## config.mk

```make
export PLATFORM = sky130hd
export DESIGN_NAME = rvb_bitcnt_arbiter_flat
export DESIGN_NICKNAME = d
export VERILOG_FILES = /design/src/rtl/rvb_bitcnt_arbiter_if.sv /design/src/rtl/rvb_bitcnt_arbiter.sv /design/src/flat_wrapper.sv
export SDC_FILE = /design/constraint.sdc
export NUM_CORES = 1
export LEC_CHECK = 0
export ABC_CLOCK_PERIOD_IN_PS = 3700
export BUFFER_PORTS_ARGS = -buffer_cell sky130_fd_sc_hd__buf_2
export CAP_MARGIN = 20
export CORE_AREA = 3 3 82 84
export DETAILED_ROUTE_END_ITERATION = 16
export DIE_AREA = 0 0 85 87
export HOLD_SLACK_MARGIN = 0.02
export PLACE_DENSITY_LB_ADDON = 0.08
export RECOVER_POWER = 100
export SLEW_MARGIN = 10
export SYNTH_ARGS = -nofsm -noshare
export SYNTH_HDL_FRONTEND = slang
export SYNTH_SLANG_ARGS = --single-unit
```

## constraint.sdc

```tcl
create_clock -name clock -period 3.7 [get_ports clock]
set_input_delay 0.74 -clock clock [delete_from_list [all_inputs] [get_ports clock]]
set_output_delay 0.74 -clock clock [all_outputs]
set_load 0.05 [all_outputs]
```

## src/rtl/rvb_bitcnt_arbiter_if.sv

```systemverilog
// ----------------------------------------------------------------------------
// rvb_bitcnt_arbiter_if
// Bundles every handshake/data signal around rvb_bitcnt_arbiter:
//   - req0_* / req1_*   : issue requests (valid/ready, rs1, insn bits 3/20/21)
//   - rsp0_* / rsp1_*   : results back to each requester (valid/ready, rd)
//   - unit_din_*        : request channel towards the shared bit-count unit
//   - unit_dout_*       : result channel coming back from the unit
// Modports:
//   - slave  : the arbiter itself
//   - master : the environment (requesters plus the bit-count unit)
// Parameter XLEN: operand/result width (32 or 64).
// ----------------------------------------------------------------------------
interface rvb_bitcnt_arbiter_if #(
    parameter int XLEN = 32
);
    logic            req0_valid;
    logic            req0_ready;
    logic [XLEN-1:0] req0_rs1;
    logic            req0_insn3;
    logic            req0_insn20;
    logic            req0_insn21;

    logic            req1_valid;
    logic            req1_ready;
    logic [XLEN-1:0] req1_rs1;
    logic            req1_insn3;
    logic            req1_insn20;
    logic            req1_insn21;

    logic            rsp0_valid;
    logic            rsp0_ready;
    logic [XLEN-1:0] rsp0_rd;
    logic            rsp1_valid;
    logic            rsp1_ready;
    logic [XLEN-1:0] rsp1_rd;

    logic            unit_din_valid;
    logic            unit_din_ready;
    logic [XLEN-1:0] unit_din_rs1;
    logic            unit_din_insn3;
    logic            unit_din_insn20;
    logic            unit_din_insn21;
    logic            unit_dout_valid;
    logic            unit_dout_ready;
    logic [XLEN-1:0] unit_dout_rd;

    modport slave (
        input  req0_valid, req0_rs1, req0_insn3, req0_insn20, req0_insn21,
        output req0_ready,
        input  req1_valid, req1_rs1, req1_insn3, req1_insn20, req1_insn21,
        output req1_ready,
        output rsp0_valid, rsp0_rd, rsp1_valid, rsp1_rd,
        input  rsp0_ready, rsp1_ready,
        output unit_din_valid, unit_din_rs1, unit_din_insn3, unit_din_insn20, unit_din_insn21,
        input  unit_din_ready,
        input  unit_dout_valid, unit_dout_rd,
        output unit_dout_ready
    );

    modport master (
        output req0_valid, req0_rs1, req0_insn3, req0_insn20, req0_insn21,
        input  req0_ready,
        output req1_valid, req1_rs1, req1_insn3, req1_insn20, req1_insn21,
        input  req1_ready,
        input  rsp0_valid, rsp0_rd, rsp1_valid, rsp1_rd,
        output rsp0_ready, rsp1_ready,
        input  unit_din_valid, unit_din_rs1, unit_din_insn3, unit_din_insn20, unit_din_insn21,
        output unit_din_ready,
        output unit_dout_valid, unit_dout_rd,
        input  unit_dout_ready
    );
endinterface

```

## src/rtl/rvb_bitcnt_arbiter.sv

```systemverilog
// ----------------------------------------------------------------------------
// rvb_bitcnt_arbiter
// Shares one rvb_bitcnt unit between two requesters. Requests are arbitrated
// (round-robin by default) and forwarded to the unit with no added latency;
// the winner of every accepted request is pushed into a 1-bit tag FIFO so that
// each unit result is routed back to the requester that issued it, in order.
// Ports:
//   clock  - single clock, all state on posedge
//   reset  - synchronous, active-high; forces every valid/ready output low
//   bus    - rvb_bitcnt_arbiter_if.slave (requests, responses, unit channels)
// Parameters:
//   XLEN   - operand width (must match the interface instance)
//   DEPTH  - requests in flight inside the unit; power of 2, >= 2
// Configuration macro:
//   RVB_BITCNT_ARB_FIXED_PRIO_EN - when defined, req0 always wins a tie
//                                  (lock behaviour unchanged).
// ----------------------------------------------------------------------------

// Simulation-only protocol checker: a unit result must never appear while no
// request is outstanding.
module rvb_bitcnt_arbiter_chk (
    input logic clock,
    input logic reset,
    input logic unit_dout_valid,
    input logic fifo_empty
);
    a_no_orphan_result: assert property (@(posedge clock) disable iff (reset)
        unit_dout_valid |-> !fifo_empty);
endmodule

module rvb_bitcnt_arbiter #(
    parameter int XLEN  = 32,
    parameter int DEPTH = 4
) (
    input logic                 clock,
    input logic                 reset,
    rvb_bitcnt_arbiter_if.slave bus
);
    localparam int PW = $clog2(DEPTH);

    logic [DEPTH-1:0] fifo_q, fifo_d;
    logic [PW:0]      wr_ptr_q, wr_ptr_d;
    logic [PW:0]      rd_ptr_q, rd_ptr_d;
    logic             rr_last_q, rr_last_d;
    logic             lock_q, lock_d;
    logic             lock_id_q, lock_id_d;

    logic             fifo_full_s;
    logic             fifo_empty_s;
    logic             head_s;
    logic             grant_s;
    logic             granted_valid_s;
    logic             din_valid_s;
    logic             dout_ready_s;
    logic             accept_s;
    logic             pop_s;
    logic [XLEN-1:0]  rs1_mux_s;

    // Tag FIFO status; the extra pointer bit separates full from empty
    always_comb begin
        fifo_empty_s = (wr_ptr_q == rd_ptr_q);
        fifo_full_s  = (wr_ptr_q[PW] != rd_ptr_q[PW]) &&
                       (wr_ptr_q[PW-1:0] == rd_ptr_q[PW-1:0]);
        head_s       = fifo_q[rd_ptr_q[PW-1:0]];
    end

    // Grant selection; a held lock keeps the stalled requester granted
    always_comb begin
        grant_s = 1'b0;
        if (lock_q) begin
            grant_s = lock_id_q;
        end else if (bus.req0_valid && bus.req1_valid) begin
`ifdef RVB_BITCNT_ARB_FIXED_PRIO_EN
            grant_s = 1'b0;
`else
            grant_s = ~rr_last_q;
`endif
        end else if (bus.req1_valid) begin
            grant_s = 1'b1;
        end else begin
            grant_s = 1'b0;
        end
    end

    // Issue path: forward the granted request; a full FIFO blocks issue even
    // when a pop happens in the same cycle
    always_comb begin
        granted_valid_s     = grant_s ? bus.req1_valid : bus.req0_valid;
        rs1_mux_s           = grant_s ? bus.req1_rs1   : bus.req0_rs1;
        bus.unit_din_rs1    = rs1_mux_s;
        bus.unit_din_insn3  = grant_s ? bus.req1_insn3  : bus.req0_insn3;
        bus.unit_din_insn20 = grant_s ? bus.req1_insn20 : bus.req0_insn20;
        bus.unit_din_insn21 = grant_s ? bus.req1_insn21 : bus.req0_insn21;
        if (reset) begin
            din_valid_s    = 1'b0;
            bus.req0_ready = 1'b0;
            bus.req1_ready = 1'b0;
        end else begin
            din_valid_s    = granted_valid_s & ~fifo_full_s;
            bus.req0_ready = ~grant_s & ~fifo_full_s & bus.unit_din_ready;
            bus.req1_ready =  grant_s & ~fifo_full_s & bus.unit_din_ready;
        end
        bus.unit_din_valid = din_valid_s;
        accept_s           = din_valid_s & bus.unit_din_ready;
    end

    // Return path: the FIFO head tells which requester owns the unit result
    always_comb begin
        if (reset || fifo_empty_s) begin
            bus.rsp0_valid = 1'b0;
            bus.rsp1_valid = 1'b0;
            dout_ready_s   = 1'b0;
        end else begin
            bus.rsp0_valid = ~head_s & bus.unit_dout_valid;
            bus.rsp1_valid =  head_s & bus.unit_dout_valid;
            dout_ready_s   = head_s ? bus.rsp1_ready : bus.rsp0_ready;
        end
        bus.unit_dout_ready = dout_ready_s;
        bus.rsp0_rd         = bus.unit_dout_rd;
        bus.rsp1_rd         = bus.unit_dout_rd;
        pop_s               = bus.unit_dout_valid & dout_ready_s;
    end

    // Next state: push/pop the tag FIFO, update round-robin and lock
    always_comb begin
        fifo_d    = fifo_q;
        wr_ptr_d  = wr_ptr_q;
        rd_ptr_d  = rd_ptr_q;
        rr_last_d = rr_last_q;
        lock_d    = lock_q;
        lock_id_d = lock_id_q;
        if (accept_s) begin
            fifo_d[wr_ptr_q[PW-1:0]] = grant_s;
            wr_ptr_d  = wr_ptr_q + (PW+1)'(1);
            rr_last_d = grant_s;
            lock_d    = 1'b0;
        end else if (din_valid_s) begin
            // offered but not taken: freeze grant until the handshake
            lock_d    = 1'b1;
            lock_id_d = grant_s;
        end else begin
            lock_d    = lock_q;
        end
        if (pop_s) begin
            rd_ptr_d = rd_ptr_q + (PW+1)'(1);
        end else begin
            rd_ptr_d = rd_ptr_q;
        end
    end

    // State registers with synchronous reset
    always_ff @(posedge clock) begin
        if (reset) begin
            fifo_q    <= {DEPTH{1'b0}};
            wr_ptr_q  <= {(PW+1){1'b0}};
            rd_ptr_q  <= {(PW+1){1'b0}};
            rr_last_q <= 1'b1;
            lock_q    <= 1'b0;
            lock_id_q <= 1'b0;
        end else begin
            fifo_q    <= fifo_d;
            wr_ptr_q  <= wr_ptr_d;
            rd_ptr_q  <= rd_ptr_d;
            rr_last_q <= rr_last_d;
            lock_q    <= lock_d;
            lock_id_q <= lock_id_d;
        end
    end

`ifndef SYNTHESIS
    rvb_bitcnt_arbiter_chk u_chk (
        .clock           (clock),
        .reset           (reset),
        .unit_dout_valid (bus.unit_dout_valid),
        .fifo_empty      (fifo_empty_s)
    );
`endif
endmodule

```

## src/flat_wrapper.sv

```systemverilog
// flat-port wrapper written by rule: the top's interface ports become plain ports
module rvb_bitcnt_arbiter_flat 
#(
    parameter int XLEN  = 32,
    parameter int DEPTH = 4
)
  (clock, reset, bus_req0_valid, bus_req0_rs1, bus_req0_insn3, bus_req0_insn20, bus_req0_insn21, bus_req0_ready, bus_req1_valid, bus_req1_rs1, bus_req1_insn3, bus_req1_insn20, bus_req1_insn21, bus_req1_ready, bus_rsp0_valid, bus_rsp0_rd, bus_rsp1_valid, bus_rsp1_rd, bus_rsp0_ready, bus_rsp1_ready, bus_unit_din_valid, bus_unit_din_rs1, bus_unit_din_insn3, bus_unit_din_insn20, bus_unit_din_insn21, bus_unit_din_ready, bus_unit_dout_valid, bus_unit_dout_rd, bus_unit_dout_ready);
  rvb_bitcnt_arbiter_if #(.XLEN(XLEN)) bus_i ();
  input logic clock;
  input logic reset;
  input wire logic [$bits(bus_i.req0_valid)-1:0] bus_req0_valid;
  input wire logic [$bits(bus_i.req0_rs1)-1:0] bus_req0_rs1;
  input wire logic [$bits(bus_i.req0_insn3)-1:0] bus_req0_insn3;
  input wire logic [$bits(bus_i.req0_insn20)-1:0] bus_req0_insn20;
  input wire logic [$bits(bus_i.req0_insn21)-1:0] bus_req0_insn21;
  output wire logic [$bits(bus_i.req0_ready)-1:0] bus_req0_ready;
  input wire logic [$bits(bus_i.req1_valid)-1:0] bus_req1_valid;
  input wire logic [$bits(bus_i.req1_rs1)-1:0] bus_req1_rs1;
  input wire logic [$bits(bus_i.req1_insn3)-1:0] bus_req1_insn3;
  input wire logic [$bits(bus_i.req1_insn20)-1:0] bus_req1_insn20;
  input wire logic [$bits(bus_i.req1_insn21)-1:0] bus_req1_insn21;
  output wire logic [$bits(bus_i.req1_ready)-1:0] bus_req1_ready;
  output wire logic [$bits(bus_i.rsp0_valid)-1:0] bus_rsp0_valid;
  output wire logic [$bits(bus_i.rsp0_rd)-1:0] bus_rsp0_rd;
  output wire logic [$bits(bus_i.rsp1_valid)-1:0] bus_rsp1_valid;
  output wire logic [$bits(bus_i.rsp1_rd)-1:0] bus_rsp1_rd;
  input wire logic [$bits(bus_i.rsp0_ready)-1:0] bus_rsp0_ready;
  input wire logic [$bits(bus_i.rsp1_ready)-1:0] bus_rsp1_ready;
  output wire logic [$bits(bus_i.unit_din_valid)-1:0] bus_unit_din_valid;
  output wire logic [$bits(bus_i.unit_din_rs1)-1:0] bus_unit_din_rs1;
  output wire logic [$bits(bus_i.unit_din_insn3)-1:0] bus_unit_din_insn3;
  output wire logic [$bits(bus_i.unit_din_insn20)-1:0] bus_unit_din_insn20;
  output wire logic [$bits(bus_i.unit_din_insn21)-1:0] bus_unit_din_insn21;
  input wire logic [$bits(bus_i.unit_din_ready)-1:0] bus_unit_din_ready;
  input wire logic [$bits(bus_i.unit_dout_valid)-1:0] bus_unit_dout_valid;
  input wire logic [$bits(bus_i.unit_dout_rd)-1:0] bus_unit_dout_rd;
  output wire logic [$bits(bus_i.unit_dout_ready)-1:0] bus_unit_dout_ready;
  assign bus_i.req0_valid = bus_req0_valid;
  assign bus_i.req0_rs1 = bus_req0_rs1;
  assign bus_i.req0_insn3 = bus_req0_insn3;
  assign bus_i.req0_insn20 = bus_req0_insn20;
  assign bus_i.req0_insn21 = bus_req0_insn21;
  assign bus_req0_ready = bus_i.req0_ready;
  assign bus_i.req1_valid = bus_req1_valid;
  assign bus_i.req1_rs1 = bus_req1_rs1;
  assign bus_i.req1_insn3 = bus_req1_insn3;
  assign bus_i.req1_insn20 = bus_req1_insn20;
  assign bus_i.req1_insn21 = bus_req1_insn21;
  assign bus_req1_ready = bus_i.req1_ready;
  assign bus_rsp0_valid = bus_i.rsp0_valid;
  assign bus_rsp0_rd = bus_i.rsp0_rd;
  assign bus_rsp1_valid = bus_i.rsp1_valid;
  assign bus_rsp1_rd = bus_i.rsp1_rd;
  assign bus_i.rsp0_ready = bus_rsp0_ready;
  assign bus_i.rsp1_ready = bus_rsp1_ready;
  assign bus_unit_din_valid = bus_i.unit_din_valid;
  assign bus_unit_din_rs1 = bus_i.unit_din_rs1;
  assign bus_unit_din_insn3 = bus_i.unit_din_insn3;
  assign bus_unit_din_insn20 = bus_i.unit_din_insn20;
  assign bus_unit_din_insn21 = bus_i.unit_din_insn21;
  assign bus_i.unit_din_ready = bus_unit_din_ready;
  assign bus_i.unit_dout_valid = bus_unit_dout_valid;
  assign bus_i.unit_dout_rd = bus_unit_dout_rd;
  assign bus_unit_dout_ready = bus_i.unit_dout_ready;
  rvb_bitcnt_arbiter #(.XLEN(XLEN), .DEPTH(DEPTH)) u_core (.clock(clock), .reset(reset), .bus(bus_i));
endmodule
```

==> flow_summary.html <==
<table>
<tr><th>Metric</th><th>Value</th></tr>
<tr><th colspan="2">Clock tree</th></tr>
<tr><td>Number of post-CTS setup repair buffers</td><td>0</td></tr>
<tr><td>Number of gates resized after cts</td><td>0</td></tr>
<tr><td>TritonCTS Buffers</td><td>3</td></tr>
<tr><td>Post-CTS Hold Fix Bufs</td><td>0</td></tr>
<tr><td>Total clock sinks</td><td>13</td></tr>
<tr><td>Clock slew at reported path FFs</td><td>about 0.050 ns</td></tr>
<tr><td>Number of buffers on the longest clock path</td><td>2</td></tr>
<tr><td>CTS H-tree lvls</td><td>1</td></tr>
<tr><td>Buffer type at the clock tree root</td><td>sky130_fd_sc_hd__clkbuf_8</td></tr>
<tr><td>Clock tree from TritonCTS</td><td>built</td></tr>
<tr><td>Clock latency on the worst-skew pair</td><td>about 0.25 ns</td></tr>
<tr><th colspan="2">Place</th></tr>
<tr><td>Final weighted congestion in routability-driven placement</td><td>slightly below 0.8</td></tr>
<tr><td>Half-perimeter wire length of the detailed placement result</td><td>roughly 4300 um</td></tr>
<tr><td>Post-detailed-placement cell area</td><td>around 1900 um2</td></tr>
<tr><td>Port Buffers</td><td>118</td></tr>
<tr><td>Cell total after placement</td><td>around 310</td></tr>
<tr><th colspan="2">Logic synthesis</th></tr>
<tr><td>Synthesized-area fraction occupied by ao, oa, aoi and oai cells</td><td>0.107</td></tr>
<tr><td>Total nets after synthesis</td><td>slightly above 300</td></tr>
<tr><td>Post-synth design cell area</td><td>around 1700 um2</td></tr>
<tr><td>Synth Area in Simple Gates</td><td>0.0647</td></tr>
<tr><td>Avg Cell Area, Syn</td><td>between 8 and 9 um2</td></tr>
<tr><td>Number of register bits inferred by synthesis</td><td>13</td></tr>
<tr><td>Post-synth cell types</td><td>32</td></tr>
<tr><td>Combinational family with the most area after synthesis</td><td>buffers and inverters</td></tr>
<tr><td>Post-synthesis share of cell area spent on full adders, half adders and majority gates</td><td>0.0376</td></tr>
<tr><td>Part of the Yosys area used for sequential elements</td><td>0.157</td></tr>
<tr><td>Multiplexer fraction of the synthesized cell area</td><td>0.293</td></tr>
<tr><td>Yosys warnings</td><td>0</td></tr>
<tr><td>Number of instances in the synthesized netlist</td><td>188</td></tr>
<tr><td>Area share of xor/xnor cells in the synthesized design</td><td>0.0211</td></tr>
<tr><th colspan="2">STA</th></tr>
<tr><td>Total negative slack for setup checks</td><td>0 ns</td></tr>
<tr><td>Worst clock skew</td><td>0.00866 ns</td></tr>
<tr><td>Final Cycle Share</td><td>0.881</td></tr>
<tr><td>Hold slack</td><td>just over 0.5 ns</td></tr>
<tr><td>Worst-margin pin slew</td><td>slightly above 0.9 ns</td></tr>
<tr><td>Number of failing setup endpoints in the final timing report</td><td>0</td></tr>
<tr><td>Number of hold-slack violations in the final timing report</td><td>0</td></tr>
<tr><td>Slew Viols, Final</td><td>0</td></tr>
<tr><td>Fin crit period</td><td>around 3.3 ns</td></tr>
<tr><td>RSZ-0062 raised after global routing</td><td>false</td></tr>
<tr><td>Maximum clock rate</td><td>between 0.3 and 0.4 GHz</td></tr>
<tr><td>Tightest slew margin relative to the limit</td><td>0.371</td></tr>
<tr><th colspan="2">Setup path</th></tr>
<tr><td>Worst setup slack for register-to-register paths</td><td>roughly 1.6 ns</td></tr>
<tr><td>CP Max Fanout</td><td>13</td></tr>
<tr><td>Critical path endpoint category</td><td>output pin</td></tr>
<tr><td>Reg-to-reg critical path endpoint</td><td>u_core.rd_ptr_q[2]$_SDFFE_PP0P_</td></tr>
<tr><td>Depth of the most critical reg-to-reg path</td><td>4</td></tr>
<tr><td>Critical path required time</td><td>about 3.0 ns</td></tr>
<tr><td>Worst endpoint data arrival time</td><td>2.52 ns</td></tr>
<tr><td>WS Path Type</td><td>input pin to output pin</td></tr>
<tr><td>Launching element type of the critical path</td><td>input pin</td></tr>
<tr><td>Worst flop-to-flop path startpoint</td><td>u_core.rd_ptr_q[0]$_SDFFE_PP0P_</td></tr>
<tr><th colspan="2">GRT</th></tr>
<tr><td>Global-route wire length before repair</td><td>~7700 um</td></tr>
<tr><td>Initial antenna violation count</td><td>0</td></tr>
<tr><td>Pin count of the biggest net entering global routing</td><td>25</td></tr>
<tr><td>Gr ovfl total</td><td>0</td></tr>
<tr><td>Overall track demand over capacity in global routing</td><td>0.129</td></tr>
<tr><td>Number of global-route vias before repair</td><td>about 1.6k</td></tr>
<tr><th colspan="2">Power</th></tr>
<tr><td>Power density normalized to cell area</td><td>~350 nW/um2</td></tr>
<tr><td>Leakage Power</td><td>between 0.9 and 1 nW</td></tr>
<tr><td>Worst IR Drop VDD</td><td>0.139 mV</td></tr>
<tr><th colspan="2">Min path</th></tr>
<tr><td>Launch point of the worst hold path</td><td>u_core.wr_ptr_q[2]$_SDFFE_PP0P_</td></tr>
<tr><td>Type of the most critical hold path</td><td>register to register</td></tr>
<tr><td>Number of stages on the worst hold path</td><td>1</td></tr>
<tr><td>Endpoint, Worst Hold</td><td>u_core.wr_ptr_q[2]$_SDFFE_PP0P_</td></tr>
<tr><th colspan="2">Layout</th></tr>
<tr><td>Final std cell area, no fill</td><td>1890 um2</td></tr>
<tr><td>Ant. Diodes</td><td>0</td></tr>
<tr><td>Non-filler cells in the finished layout</td><td>316</td></tr>
<tr><td>Final core utilization</td><td>0.316</td></tr>
<tr><td>Total number of nets in the final design</td><td>about 360</td></tr>
<tr><td>Share of post-route cells with drive strength above 1</td><td>0.639</td></tr>
<tr><td>Synth-to-layout area growth</td><td>13.8%</td></tr>
<tr><th colspan="2">Drt</th></tr>
<tr><td>DRC violation count after routing</td><td>0</td></tr>
<tr><td>Starting DRT DRC Count</td><td>31</td></tr>
<tr><td>Pre-antenna DRT Iters</td><td>4</td></tr>
<tr><td>Vias after detailed routing</td><td>1454</td></tr>
<tr><td>Average wire length per cell after detail routing</td><td>~16 um</td></tr>
<tr><td>Antenna violation net count after detailed routing</td><td>0</td></tr>
<tr><td>Post-detailed-route via-to-cell ratio</td><td>4.60</td></tr>
<tr><td>Routed wire length</td><td>~5000 um</td></tr>
<tr><th colspan="2">Flow run</th></tr>
<tr><td>Max Cap Violations</td><td>0</td></tr>
<tr><th colspan="2">Floorplan</th></tr>
<tr><td>Total die area</td><td>around 7400 um2</td></tr>
<tr><td>Die span in y</td><td>slightly below 90 um</td></tr>
<tr><td>Starting utilization of the core area</td><td>0.278</td></tr>
<tr><td>Core Rows</td><td>28</td></tr>
<tr><td>Area of the core</td><td>5990 um2</td></tr>
<tr><td>Horizontal die dimension</td><td>approximately 85 um</td></tr>
<tr><td>IO Count</td><td>between 200 and 250</td></tr>
<tr><th colspan="2">Outcome</th></tr>
<tr><td>Status</td><td>finished clean</td></tr>
</table>
[worst max path at each step]
stage                                          startpoint              endpoint  slack (ns)  cells after the start
after floorplan           u_core.rd_ptr_q[0]$_SDFFE_PP0P_   bus_unit_dout_ready        0.57                      3
after global placement                     bus_req1_valid   bus_unit_din_rs1[4]        0.70                      6
after detailed placement                   bus_req1_valid   bus_unit_din_rs1[4]        0.71                      6
after CTS                                  bus_req1_valid   bus_unit_din_rs1[4]        0.71                      6
after global routing                       bus_req1_valid  bus_unit_din_rs1[19]        0.31                      6
final                                      bus_req1_valid  bus_unit_din_rs1[19]        0.44                      6
[where the power goes]
part           internal (mW)  total, mW  switching (mW)
clock network         0.0744      0.129          0.0544
registers              0.148      0.157         0.00950
logic                  0.123      0.377           0.255
total                  0.345      0.664           0.319
[critical path, cell delays in order]
cell                       delay [ns]
sky130_fd_sc_hd__buf_2           0.11
sky130_fd_sc_hd__a21boi_0        0.14
sky130_fd_sc_hd__mux2i_4         0.27
sky130_fd_sc_hd__clkbuf_1        0.59
sky130_fd_sc_hd__mux2_2          0.41
sky130_fd_sc_hd__clkbuf_2        0.24
[synth_stat cells]
library cell / n / area [um2]
sky130_fd_sc_hd__o311a_1: 1 / 10.0
sky130_fd_sc_hd__o31ai_1: 1 / 7.51
sky130_fd_sc_hd__nor2b_1: 1 / 6.26
sky130_fd_sc_hd__nand3_1: 3 / 15.0
sky130_fd_sc_hd__nor2_1: 6 / 22.5
sky130_fd_sc_hd__buf_2: 3 / 15.0
sky130_fd_sc_hd__nor3_1: 1 / 5.00
sky130_fd_sc_hd__nand2_1: 5 / 18.8
sky130_fd_sc_hd__and2_0: 1 / 6.26
sky130_fd_sc_hd__a211oi_1: 2 / 15.0
sky130_fd_sc_hd__dfxtp_1: 13 / 260
sky130_fd_sc_hd__xor2_1: 3 / 26.3
sky130_fd_sc_hd__and3_1: 1 / 6.26
sky130_fd_sc_hd__o21ai_0: 2 / 10.0
sky130_fd_sc_hd__clkbuf_1: 5 / 18.8
sky130_fd_sc_hd__and2_1: 1 / 6.26
sky130_fd_sc_hd__a2111oi_2: 1 / 15.0
sky130_fd_sc_hd__and4_1: 1 / 8.76
sky130_fd_sc_hd__o2bb2ai_1: 1 / 8.76
sky130_fd_sc_hd__buf_4: 64 / 480
sky130_fd_sc_hd__a31oi_1: 5 / 31.3
sky130_fd_sc_hd__ha_1: 5 / 62.6
sky130_fd_sc_hd__or3_1: 2 / 12.5
sky130_fd_sc_hd__a21oi_1: 4 / 20.0
sky130_fd_sc_hd__o311ai_0: 1 / 8.76
sky130_fd_sc_hd__mux4_2: 1 / 22.5
sky130_fd_sc_hd__xnor2_1: 1 / 8.76
sky130_fd_sc_hd__mux2_2: 35 / 394
sky130_fd_sc_hd__inv_1: 5 / 18.8
sky130_fd_sc_hd__a21boi_0: 1 / 7.51
sky130_fd_sc_hd__mux2i_1: 7 / 70.1
sky130_fd_sc_hd__a311oi_1: 5 / 43.8
[flip-flops by register name, indices dropped and copies added (netlist names)]
signal and count:
u_core.fifo_q 4, u_core.lock_id_q 1, u_core.lock_q 1, u_core.rd_ptr_q 3
u_core.rr_last_q 1, u_core.wr_ptr_q 3
[cells in the final DEF (no fill, tap or decap), types with 2 or more instances in the layout]
master                     synthesis  routed
sky130_fd_sc_hd__a211oi_1          2       2
sky130_fd_sc_hd__a21oi_1           4       4
sky130_fd_sc_hd__a311oi_1          5       5
sky130_fd_sc_hd__a31oi_1           5       5
sky130_fd_sc_hd__buf_2             3     109
sky130_fd_sc_hd__clkbuf_1          5       8
sky130_fd_sc_hd__clkbuf_2          0       3
sky130_fd_sc_hd__clkbuf_8          0       3
sky130_fd_sc_hd__dfxtp_1          13      13
sky130_fd_sc_hd__ha_1              5       5
sky130_fd_sc_hd__inv_1             5       5
sky130_fd_sc_hd__mux2_2           35      35
sky130_fd_sc_hd__mux2i_1           7       6
sky130_fd_sc_hd__nand2_1           5       5
sky130_fd_sc_hd__nand3_1           3       3
sky130_fd_sc_hd__nor2_1            6       6
sky130_fd_sc_hd__o21ai_0           2       2
sky130_fd_sc_hd__or3_1             2       2
sky130_fd_sc_hd__xor2_1            3       3
[final cells by class]
class,instances,area (um2)
clock inverters,1,5.00
multi-input cells,98,876
repair buffers,121,598
fillers,657,4100
inverters,5,18.8
well taps,75,93.8
flip-flops and latches,13,260
clock buffers,3,41.3
[routing by layer]
metal	track usage	part of all wire	vias to the layer above
met5	0	0	-
met4	0.0158	0.0072	0
met3	0.0776	0.14	8
met2	0.210	0.46	123
met1	0.149	0.39	620
li1	-	-	703
[metrics by stage]
stage               total power [mW]  setup WS, ns
floorplan                      0.623         0.573
global placement               0.547         0.696
detailed placement             0.546         0.714
CTS                            0.676         0.711
global route                   0.700         0.307
finish                         0.664         0.440
[kinds of logic (layout without fill, tap and decap cells)]
logic type               after synthesis  after routing
flip-flops                            13             13
XOR/XNOR                               4              4
buffers and inverters                 77            130
multiplexers                          43             43
AND/OR/NAND/NOR                       22             22
AO/OA/AOI/OAI                         24             24
adder cells (fa/ha/maj)                5              5
No activity file was read; power rests on OpenSTA's default activity.
